`src/rtl/i2s_tx_if.sv`:
```
// Sample stream handshake between the tone generators and i2s_tx.
`timescale 1ns/1ps
interface i2s_tx_if #(
    parameter int unsigned width_p = 12
);
    logic [width_p-1:0] data;
    logic               valid;
    logic               ready;

    modport master (output data, output valid, input ready);
    modport slave  (input data, input valid, output ready);
endinterface

```
`src/rtl/i2s_tx.sv`:
```
// I2S transmitter: one-entry holding register feeding a mono-duplicated I2S frame.
// Optional I2S_TX_MUTE_ON_UNDERRUN_EN: on underrun send silence instead of repeating the last sample.
`timescale 1ns/1ps
module i2s_tx #(
    parameter int unsigned width_p      = 12,
    parameter int unsigned slot_width_p = 16,
    parameter int unsigned bclk_div_p   = 4
) (
    input  logic      clk_i,
    input  logic      reset_ni,
    i2s_tx_if.slave   in_if,
    output logic      bclk_o,
    output logic      lrclk_o,
    output logic      sdata_o,
    output logic      underrun_o
);
    localparam int unsigned FRAME_BITS = 2 * slot_width_p;
    localparam int unsigned IDX_W      = $clog2(FRAME_BITS);
    localparam int unsigned DIV_W      = (bclk_div_p > 1) ? $clog2(bclk_div_p) : 1;
    localparam int unsigned SEL_W      = (width_p > 1) ? $clog2(width_p) : 1;

    logic [DIV_W-1:0]   div_q;
    logic [IDX_W-1:0]   idx_q, idx_nxt;
    logic [width_p-1:0] hold_q, frame_q, frame_nxt;
    logic               hold_full_q;
    logic               bclk_q, lrclk_q, sdata_q, underrun_q;
    logic               div_wrap, fe, frame_start, accept;
    logic               lrclk_nxt, sdata_nxt, underrun_nxt;
    logic [SEL_W-1:0]   sel;
    int unsigned        pos, idx_u;

    assign in_if.ready = !hold_full_q;
    assign accept      = in_if.valid && !hold_full_q;

    assign div_wrap    = (div_q == DIV_W'(bclk_div_p - 1));
    assign fe          = div_wrap && bclk_q;
    assign frame_start = fe && (idx_q == IDX_W'(FRAME_BITS - 1));
    assign idx_nxt     = (idx_q == IDX_W'(FRAME_BITS - 1)) ? '0 : idx_q + 1'b1;

    // Outputs are computed for the bit index being entered, so they change
    // only on the BCLK falling edge together with the index.
    always_comb begin
        frame_nxt    = frame_q;
        underrun_nxt = 1'b0;
        if (frame_start) begin
            if (hold_full_q) begin
                frame_nxt = hold_q;
            end else begin
                underrun_nxt = 1'b1;
`ifdef I2S_TX_MUTE_ON_UNDERRUN_EN
                frame_nxt = '0;
`else
                frame_nxt = frame_q;
`endif
            end
        end
        idx_u     = 32'(idx_nxt);
        pos       = idx_u % slot_width_p;
        sel       = SEL_W'(width_p - 1 - pos);
        sdata_nxt = (pos < width_p) ? frame_nxt[sel] : 1'b0;
        lrclk_nxt = (idx_u >= slot_width_p - 1) && (idx_u <= FRAME_BITS - 2);
    end

    always_ff @(posedge clk_i or negedge reset_ni) begin
        if (!reset_ni) begin
            div_q       <= '0;
            bclk_q      <= 1'b0;
            idx_q       <= IDX_W'(FRAME_BITS - 1);
            frame_q     <= '0;
            hold_q      <= '0;
            hold_full_q <= 1'b0;
            lrclk_q     <= 1'b0;
            sdata_q     <= 1'b0;
            underrun_q  <= 1'b0;
        end else begin
            div_q      <= div_wrap ? '0 : div_q + 1'b1;
            underrun_q <= underrun_nxt;
            if (div_wrap) begin
                bclk_q <= ~bclk_q;
            end
            if (fe) begin
                idx_q   <= idx_nxt;
                frame_q <= frame_nxt;
                lrclk_q <= lrclk_nxt;
                sdata_q <= sdata_nxt;
            end
            // Drain and accept never coincide: accept needs the register empty.
            if (frame_start && hold_full_q) begin
                hold_full_q <= 1'b0;
            end else if (accept) begin
                hold_q      <= in_if.data;
                hold_full_q <= 1'b1;
            end
        end
    end

    assign bclk_o     = bclk_q;
    assign lrclk_o    = lrclk_q;
    assign sdata_o    = sdata_q;
    assign underrun_o = underrun_q;
endmodule

```
`src/flat_wrapper.sv`:
```
// flat-port wrapper written by rule: the top's interface ports become plain ports
module i2s_tx_flat 
#(
    parameter int unsigned width_p      = 12,
    parameter int unsigned slot_width_p = 16,
    parameter int unsigned bclk_div_p   = 4
)
  (clk_i, reset_ni, bclk_o, lrclk_o, sdata_o, underrun_o, in_if_data, in_if_valid, in_if_ready);
  i2s_tx_if #(.width_p(width_p)) in_if_i ();
  input  logic clk_i;
  input  logic reset_ni;
  output logic bclk_o;
  output logic lrclk_o;
  output logic sdata_o;
  output logic underrun_o;
  input wire logic [$bits(in_if_i.data)-1:0] in_if_data;
  input wire logic [$bits(in_if_i.valid)-1:0] in_if_valid;
  output wire logic [$bits(in_if_i.ready)-1:0] in_if_ready;
  assign in_if_i.data = in_if_data;
  assign in_if_i.valid = in_if_valid;
  assign in_if_ready = in_if_i.ready;
  i2s_tx #(.width_p(width_p), .slot_width_p(slot_width_p), .bclk_div_p(bclk_div_p)) u_core (.clk_i(clk_i), .reset_ni(reset_ni), .in_if(in_if_i), .bclk_o(bclk_o), .lrclk_o(lrclk_o), .sdata_o(sdata_o), .underrun_o(underrun_o));
endmodule
```
`config.mk`:
```
export PLATFORM = sky130hd
export DESIGN_NAME = i2s_tx_flat
export DESIGN_NICKNAME = d
export VERILOG_FILES = /design/src/rtl/i2s_tx_if.sv /design/src/rtl/i2s_tx.sv /design/src/flat_wrapper.sv
export SDC_FILE = /design/constraint.sdc
export NUM_CORES = 1
export LEC_CHECK = 0
export CAP_MARGIN = 20
export CORE_UTILIZATION = 54
export DETAILED_ROUTE_END_ITERATION = 7
export PLACE_DENSITY_LB_ADDON = 0.05
export SETUP_SLACK_MARGIN = 0.15
export SKIP_CTS_REPAIR_TIMING = 1
export SYNTH_ARGS = -nofsm -noshare
export SYNTH_HDL_FRONTEND = slang
export SYNTH_SLANG_ARGS = --single-unit
export TNS_END_PERCENT = 50
```
`constraint.sdc`:
```
create_clock -name clk_i -period 3.38 [get_ports clk_i]
set_input_delay 0.845 -clock clk_i [delete_from_list [all_inputs] [get_ports clk_i]]
set_output_delay 0.845 -clock clk_i [all_outputs]
set_load 0.005 [all_outputs]
```
### Word level (Yosys, flattened, before mapping)

Cells that the tools add are included.

* flip-flop bits (word level): 36
* bits in latches: 0
* memory bits (writable): 0
* ROM bits: 0
* input bits: 15
* output and inout bits: 5
* logic and storage cells: 39
* memories kept: 0

* add/subtract/negate cells: 3
* multipliers: 0
* div/mod/pow operators: 0
* magnitude comparators: 4
* equality and inequality tests: 2
* shift-type cells: 0
* multiplexer cells: 11
* bitwise gates (word level): 2
* reductions and logical operators: 8

Operator list (count)
* $mux W12: 2
* $mux W1: 6
* $add A5 B1 Y5 const B: 1
* $eq A5 B5 Y1 const B: 1
* $ge A5 B4 Y1 const B: 1
* $le A5 B5 Y1 const B: 1
* $logic_and A1 B1 Y1: 5
* $lt A4 B5 Y1 const B: 1
* $mux W5: 1
* $bmux W1 S4: 1
* $lt A4 B4 Y1 const B: 1
* $sub A4 B4 Y4 const A: 1
* $add A2 B1 Y2 const B: 1
* $eq A2 B2 Y1 const B: 1
* $mux W2: 1
* $not A1 Y1: 2
* $reduce_and A2 Y1: 1
* $reduce_bool A2 Y1: 1
* $logic_not A1 Y1: 1

### Logic depth before layout (Yosys ltp)

Gate-level depths: netlist of the first run.

* depth after elaboration: 7
* gate-level depth with buffers: 10
* gate-level depth less buffers: 9

### Worst setup path before layout of the first run

OpenSTA, ideal clock, no wires.

* kind: register to register
* start point: register u_core.idx_q[1]
* end point: register u_core.sdata_q, in the netlist u_core.sdata_o
* library setup time: 0.125 ns
* data arrival time: 2.220 ns
* data required time: 3.255 ns
* path slack: 1.035 ns
* stages on the path, launching flop included: 11
* path buffers: 2
* period minus slack after synthesis: 2.345 ns
* cells stage by stage: dfstp_2 -> ha_1 -> and3_1 -> ha_1 -> buf_4 -> nand4_2 -> buf_6 -> mux2_4 -> a32oi_1 -> nor4b_4 -> o41ai_2

* cells in the longest elaborated chain, start to end: 6
* elaborated cells between the ends (all ways): 10

Ends and longest elaborated chain
* start, declared: line i2s_tx.sv:23 `logic [IDX_W-1:0] idx_q, idx_nxt;`
* start signal, assigned: line i2s_tx.sv:68 `idx_q <= IDX_W'(FRAME_BITS - 1);`
* start signal, assigned: line i2s_tx.sv:82 `idx_q <= idx_nxt;`
* $add A5 B1 Y5 / $eq A5 B5 Y1 (equally long branches): line i2s_tx.sv:38, i2s_tx.sv:37
* $mux W5 / $logic_and A1 B1 Y1 (equally long branches): line i2s_tx.sv:38, i2s_tx.sv:37
* $sub A4 B4 Y4 / $mux W12 (equally long branches): line i2s_tx.sv:59, i2s_tx.sv:45
* $bmux W1 S4: line i2s_tx.sv:60 `sdata_nxt = (pos < width_p) ? frame_nxt[sel] : 1'b0;`
* $mux W1 (not written as such): line i2s_tx.sv:60
* $mux W1 *: line i2s_tx.sv:60
* end signal, assigned: line i2s_tx.sv:85 `sdata_q <= sdata_nxt;`
* end, declared: line i2s_tx.sv:26 `logic bclk_q, lrclk_q, sdata_q, underrun_q;`

Mark *: on every way between the ends. The rest lies on a longest branch, timed or not. The select of a mux whose other input is x is not followed.
A chain may end at the register's enable or synchronous reset.

### Worst setup path in the final report of the first run

* start point: register u_core.idx_q[0]
* end point: register u_core.sdata_q, in the netlist u_core.sdata_o

* cells in the longest elaborated chain, start to end: 6
* elaborated cells between the ends (all ways): 10

Ends and longest elaborated chain
* $add A5 B1 Y5 / $eq A5 B5 Y1 (equally long branches): line i2s_tx.sv:38 `assign idx_nxt = (idx_q == IDX_W'(FRAME_BITS - 1)) ? '0 : idx_q + 1'b1;`
* $mux W5 *: line i2s_tx.sv:38
* named net u_core.idx_nxt[2]: line i2s_tx.sv:23
* $sub A4 B4 Y4: line i2s_tx.sv:59 `sel = SEL_W'(width_p - 1 - pos);`
* $bmux W1 S4: line i2s_tx.sv:60
* $mux W1 (not written as such): line i2s_tx.sv:60
* $mux W1 *: line i2s_tx.sv:60

The timed path passes the listed nets; every way through them passes the cells marked *. The select of a mux whose other input is x is not followed.

==> reports/metrics.yaml, run 1 <==
status:
  outcome: "finished, violations left"
  failed_checks: "DRC"
cts:
  cts_tree: "built"
  clk_pin_slew_ns: 0.10
  root_buffer: "clkbuf_4"
  worstSkewPairLatency_ns: 0.33
  cts_sinks: 36
  cts_buffer_depth: 2
  cts_buffers: 5
  htreeDepth: 2
power_and_ir_drop:
  leakage_uw: 0.000915
  vdd_drop_max_mv: 0.382
  power_density_nw_per_um2: 426
die:
  initial_core_util_pct: 58.6
  io_pins: 20
  dieHeight_um: 57.4
  die_area_um2: 3300
  placementRows: 19
  core-area_um2: 2830
  die_w_um: 57.4
critical_path:
  regToRegStartpoint: "u_core.idx_q[0]"
  cpMaxStageDelayCell: "dfstp_2"
  end_kind: "flop"
  slowest_delay_ns: 0.62
  path_delay_family: "adder cells"
  worstPathMaxFanout: 11
  arrival_ns: 3.20
  r2r-end: "u_core.sdata_o"
  cpMostUsedCell: "ha_1"
  rr_worst_depth: 9
  path_cells: "ha_1 > and3_1 > ha_1 > or2_0 > clkinv_2 > ha_1 > o221ai_1 > nor4b_4 > o41ai_2"
  crit_buf_inv: 1
  critPathRequiredTime_ns: 3.59
  startpoint_type: "flop"
  critPathKind: "reg -> reg"
  r2r_setup_slack_ns: 0.40
final_layout:
  area_growth_pct: 15.2
  nNetsFinal: 167
  final_common_cell: "dfrtp_1"
  layout-drive-gt1-share_pct: 31.3
  final_cell_mix: "dfrtp_1, mux2_2, clkdlybuf4s50_1"
  n_antenna_cell: 0
min_path:
  hold_path_class: "reg -> reg"
  hold_end: "u_core.div_q[0]"
  hold_depth: 1
  worstHoldStart: "u_core.div_q[0]"
timing:
  finalSetupViolations: 0
  slew_headroom_pct: 70.0
  setup-tns-final_ns: 0
  drv_slew: 0
  fin_crit_sh_pct: 88.3
  rsz0062_at_grt: "no"
  clock_skew_ns: 0.00264
  whs_ns: 0.442
  tightest_slew_ns: 0.449
  max_freq_mhz: 335
  period_needed_ns: 2.98
  final_hold_viol_count: 0
route:
  wl_per_cell_um: 16.2
  vias_per_cell: 5.70
  antenna_left: 0
  dr.pass1.iters: 6
  drt-total-wl_um: 2890
  vias: 1014
  route.detailed.drc: 1
  drt_iter0_markers: 25
place:
  io_buffers: 19
  place_congestion: 0.813
  dpl.hpwl_um: 2130
synth:
  synth_cell_types: 38
  synthCells: 126
  synth_area_um2: 1660
  synth_top_area_cell: "dfrtp_1"
  syn-mean-instance-area_um2: 13.2
  ys_warn_count: 0
  syn_nets: 146
  yosys-top-cells-area: "dfrtp_1, mux2_2, dfstp_2"
  synth-seq-area-share_pct: 54.7
  yosys_register_bits: 36
  synth_top_area_share_pct: 46.8
global_routing:
  grt_pass1_vias: 1068
  antenna_found_initial: 0
  overflow: 0
  grt_pass1_wl_um: 4880
  grt_max_degree: 37
  grt_usage_pct: 20.5
job:
  drv_cap: 0
## how the worst max path moves through the flow
stage | slack [ns] | to | cells after the start | start
6_report | 0.40 | u_core.sdata_o | 9 | u_core.idx_q[0]
5_1_grt | 0.23 | u_core.sdata_o | 9 | u_core.idx_q[0]
4_1_cts | 0.43 | u_core.sdata_o | 8 | u_core.idx_q[0]
3_5_place_dp | 0.43 | u_core.sdata_o | 8 | u_core.idx_q[0]
3_3_place_gp | 0.42 | u_core.sdata_o | 9 | u_core.idx_q[0]
2_1_floorplan | 1.03 | u_core.sdata_o | 10 | u_core.idx_q[1]
## state kept, by name, indices dropped and copies added (netlist names)
register and flops:
u_core.hold_full_q 1, u_core.lrclk_o 1, u_core.hold_q 12, u_core.frame_q 12, u_core.sdata_o 1, u_core.underrun_o 1, u_core.bclk_o 1, u_core.div_q 2
u_core.idx_q 5
## synthesized netlist by cell type
cell type	count
dfrtp_1	31
mux2_2	25
nand2_1	8
nor2_1	6
dfstp_2	5
ha_1	5
inv_1	4
o21ai_0	4
clkbuf_1	3
nand3_1	3
mux2i_1	2
o2111a_1	2
or3_1	2
xor2_1	2
a21o_1	1
a21oi_1	1
a32oi_1	1
and3_1	1
buf_1	1
buf_2	1
buf_4	1
buf_6	1
clkinv_2	1
mux2_4	1
nand4_2	1
nor2b_1	1
nor3_1	1
nor4_2	1
nor4b_4	1
o2111ai_1	1
o21ai_1	1
o221ai_1	1
o311a_1	1
o31ai_1	1
o41ai_2	1
or2_0	1
or2_2	1
xnor2_2	1
## power by group
group,internal (µW),total [µW],switching (µW)
Combinational,60.9,87.7,26.8
Sequential,487,517,30.0
Clock,76.6,209,132
## through the flow
stage / total power, µW / cells / util [%] / instance area [µm²] / worst slack [ns]
after global placement: 608 / 171 / 65.9 / 1860 / 0.424
after CTS: 829 / 178 / 67.5 / 1910 / 0.429
after global routing: 858 / 178 / 67.5 / 1910 / 0.226
after floorplan: 569 / 126 / - / 1660 / 1.03
after detailed placement: 616 / 171 / 65.9 / 1860 / 0.430
final: 814 / 178 / 67.5 / 1910 / 0.397
## worst reg2reg max path, delay by kind of cell (launching register included)
kind,cells,cell delay (ns)
compound gates,2,0.26
fa+ha+maj,3,0.92
buf+inv,1,0.15
simple gates,3,0.90
flops,1,0.62
## metal layers
layer | GRT usage (%) | vias to the layer above | part of all wire (%)
li1 | - | 488 | -
met1 | 25.6 | 496 | 46
met2 | 33.2 | 22 | 48
met3 | 4.99 | 8 | 3.7
met4 | 10.5 | 0 | 2.3
met5 | 0 | - | 0
## layout make-up
cell class              instances  area (µm²)
fillers                       221         920
flip-flops and latches         36         907
multi-input cells              78         692
repair buffers                 21         205
clock buffers                   6        41.3
well taps                      31        38.8
inverters                       5        20.0
clock inverters                 1        5.00
## cell families after synthesis
group | count (synthesis) | synth area share [%]
xor gates and xnor gates | 3 | 2.04
AOI/OAI and AO/OA | 15 | 7.25
muxes | 28 | 19.1
adders and majority gates | 5 | 3.77
and+or+nand+nor | 27 | 9.58
buffers and inverters | 12 | 3.55
DFF | 36 | 54.7
No activity file was read; power rests on OpenSTA's default activity.
==> run 2: changes to the inputs <==
Settings changed: SLEW_MARGIN set to 25.
==> results of run 2 <==
The final DEF is identical to that of run 1; final timing and power are the same.
==> run 3: changes to the inputs <==
Settings changed: CORE_UTILIZATION 54 to 30, TNS_END_PERCENT 50 to 10.
==> run 3 against run 2 <==
Net effect: the flow now finishes without violations; wire length rose by 7.0%; setup slack improved by 0.21 ns; final area increased by 5.6%; cell count grew 24%; highest routed layer unchanged.
==> reports/metrics.yaml, run 3 (same netlist as run 1, synthesis figures left out) <==
status:
  outcome: "completed"
cts:
  worstSkewPairLatency_ns: 0.28  # -0.05 ns
  cts_tree: "built"
  clk_pin_slew_ns: 0.07  # -0.03 ns
  htreeDepth: 2  # unchanged
  cts_buffers: 5  # unchanged
  cts_buffer_depth: 2  # unchanged
  cts_sinks: 36  # unchanged
  root_buffer: "clkbuf_8"
final_layout:
  n_antenna_cell: 0  # unchanged
  area_growth_pct: 21.7
  layout-drive-gt1-share_pct: 32.0  # +0.71 points
  reg_top3: "u_core.frame_q: 12 flops, u_core.hold_q: 12 flops, u_core.idx_q: 5 flops"
  nNetsFinal: 169  # +1.2%
  final_common_cell: "dfrtp_1"
  fin_util_pct: 38.8  # -29 points
  fill_cells: 516  # +130%
  final_cell_mix: "dfrtp_1, mux2_2, clkdlybuf4s50_1"
power_and_ir_drop:
  power_density_nw_per_um2: 449  # +5.4%
  leakage_uw: 0.000942  # +3.0%
  vdd_drop_max_mv: 0.190  # -50%
die:
  initial_core_util_pct: 31.9  # -27 points
  core-area_um2: 5200  # +84%
  die_area_um2: 5830  # +77%
  dieHeight_um: 76.3  # +33%
  die_w_um: 76.3  # +33%
  io_pins: 20  # unchanged
  placementRows: 26  # +7
route:
  drt_iter0_markers: 43  # +72%
  antenna_left: 0  # unchanged
  wl_met2_um: 1480  # +7.6%
  vias: 1024  # +0.99%
  dr.pass1.iters: 4  # -2
  wl_per_cell_um: 14.1  # -13%
  vias_per_cell: 4.65  # -18%
  top_layer: "met4"
  route.detailed.drc: 0  # -1
  routedLengthMet1_um: 1450  # +7.8%
  drt-total-wl_um: 3090  # +7.0%
  met3WireLength_um: 101  # -5.6%
job:
  drv_cap: 0  # unchanged
min_path:
  hold_end: "u_core.div_q[0]"
  hold_depth: 1  # unchanged
  hold_path_class: "reg -> reg"
  worstHoldStart: "u_core.div_q[0]"
global_routing:
  grt_max_degree: 37  # unchanged
  grt_pass1_wl_um: 5290  # +8.3%
  grt_pass1_vias: 1082  # +1.3%
  antenna_found_initial: 0  # unchanged
  grt_usage_pct: 12.1  # -8.4 points
  overflow: 0  # unchanged
critical_path:
  rr_worst_depth: 8  # -1
  crit_buf_inv: 0  # -1
  critPathRequiredTime_ns: 3.53  # -0.06 ns
  arrival_ns: 2.92  # -0.28 ns
  regToRegStartpoint: "u_core.idx_q[0]"
  critPathKind: "reg -> reg"
  path_cells: "ha_1 > and3_1 > ha_1 > nand4_2 > mux2_2 > o2111a_1 > nor4b_4 > o41ai_2"
  cpMostUsedCell: "ha_1"
  r2r-end: "u_core.sdata_o"
  startpoint_type: "flop"
  end_kind: "flop"
  cpMaxStageDelayCell: "dfstp_2"
  worstPathMaxFanout: 11  # unchanged
  path_delay_family: "simple AND/OR/NAND/NOR gates"
  r2r_setup_slack_ns: 0.61  # +0.21 ns
  slowest_delay_ns: 0.62  # about the same
timing:
  setup_slack_ns: 0.610  # +0.213 ns
  fin_crit_sh_pct: 81.9  # -6.3 points
  slew_headroom_pct: 69.8  # -0.16 points
  final_hold_viol_count: 0  # unchanged
  drv_slew: 0  # unchanged
  setup-tns-final_ns: 0  # unchanged
  finalSetupViolations: 0  # unchanged
  period_needed_ns: 2.77  # -0.213 ns
  rsz0062_at_grt: "no"
  clock_skew_ns: 0.00471  # +0.00206 ns
  whs_ns: 0.438  # -0.00397 ns
  max_freq_mhz: 361  # +7.7%
  tightest_slew_ns: 0.452  # +0.00241 ns
place:
  dpl.hpwl_um: 2320  # +9.1%
  io_buffers: 19  # unchanged
  pre_cts_ws_ns: 0.593  # +0.162 ns
  place_congestion: 0.887  # +9.0%
[run 3: cell types whose count changed in the layout (fill, tap and decap cells not counted)]
cell / delta
clkbuf_4: -5
clkbuf_8: +6
buf_4: +2
clkbuf_1: +1
clkinv_2: -1
[run 3: power by group]
group	leakage, µW	switching [µW]	internal [µW]
logic	0.000447	26.4	60.8
registers	0.000450	27.7	488
clock network	0.0000455	137	166
total	0.000942	191	715
[run 3: cell type report]
cell class | count | area, µm² | area share, %
clock buffers | 8 | 90.1 | 4.47
inverters | 5 | 20.0 | 0.993
multi-input cells | 78 | 692 | 34.3
flip-flops and latches | 36 | 907 | 45.0
well taps | 70 | 87.6 | 4.34
repair buffers | 23 | 220 | 10.9
[run 3: layer usage]
layer | GRT usage, % | up-vias
met4 | 6.35 | 0
met3 | 3.59 | 4
met5 | 0 | -
met1 | 15.3 | 508
met2 | 18.6 | 16
li1 | - | 496
[run 3: how the worst max path moves through the flow]
stage,start,to,slack [ns],cells past startpoint
detailed placement,u_core.idx_q[0],u_core.sdata_o,0.59,8
global route,u_core.idx_q[0],u_core.sdata_o,0.37,8
floorplan,u_core.idx_q[1],u_core.sdata_o,1.03,10
finish,u_core.idx_q[0],u_core.sdata_o,0.61,8
global placement,u_core.idx_q[0],u_core.sdata_o,0.67,8
CTS,u_core.idx_q[0],u_core.sdata_o,0.59,8
[run 3: worst reg2reg max path, stage by stage, from the launching register on]
cell and delay (ns):
dfstp_2 0.62, ha_1 0.23, and3_1 0.17, ha_1 0.38
nand4_2 0.30, mux2_2 0.37, o2111a_1 0.26, nor4b_4 0.23
o41ai_2 0.10
[run 3: metrics by stage]
step / area, µm² / instances / power [µW]
after CTS: 2020 / 220 / 931
after global placement: 1930 / 212 / 611
after detailed placement: 1930 / 212 / 616
after floorplan: 1660 / 126 / 569
final: 2020 / 220 / 906
after global routing: 2020 / 220 / 963
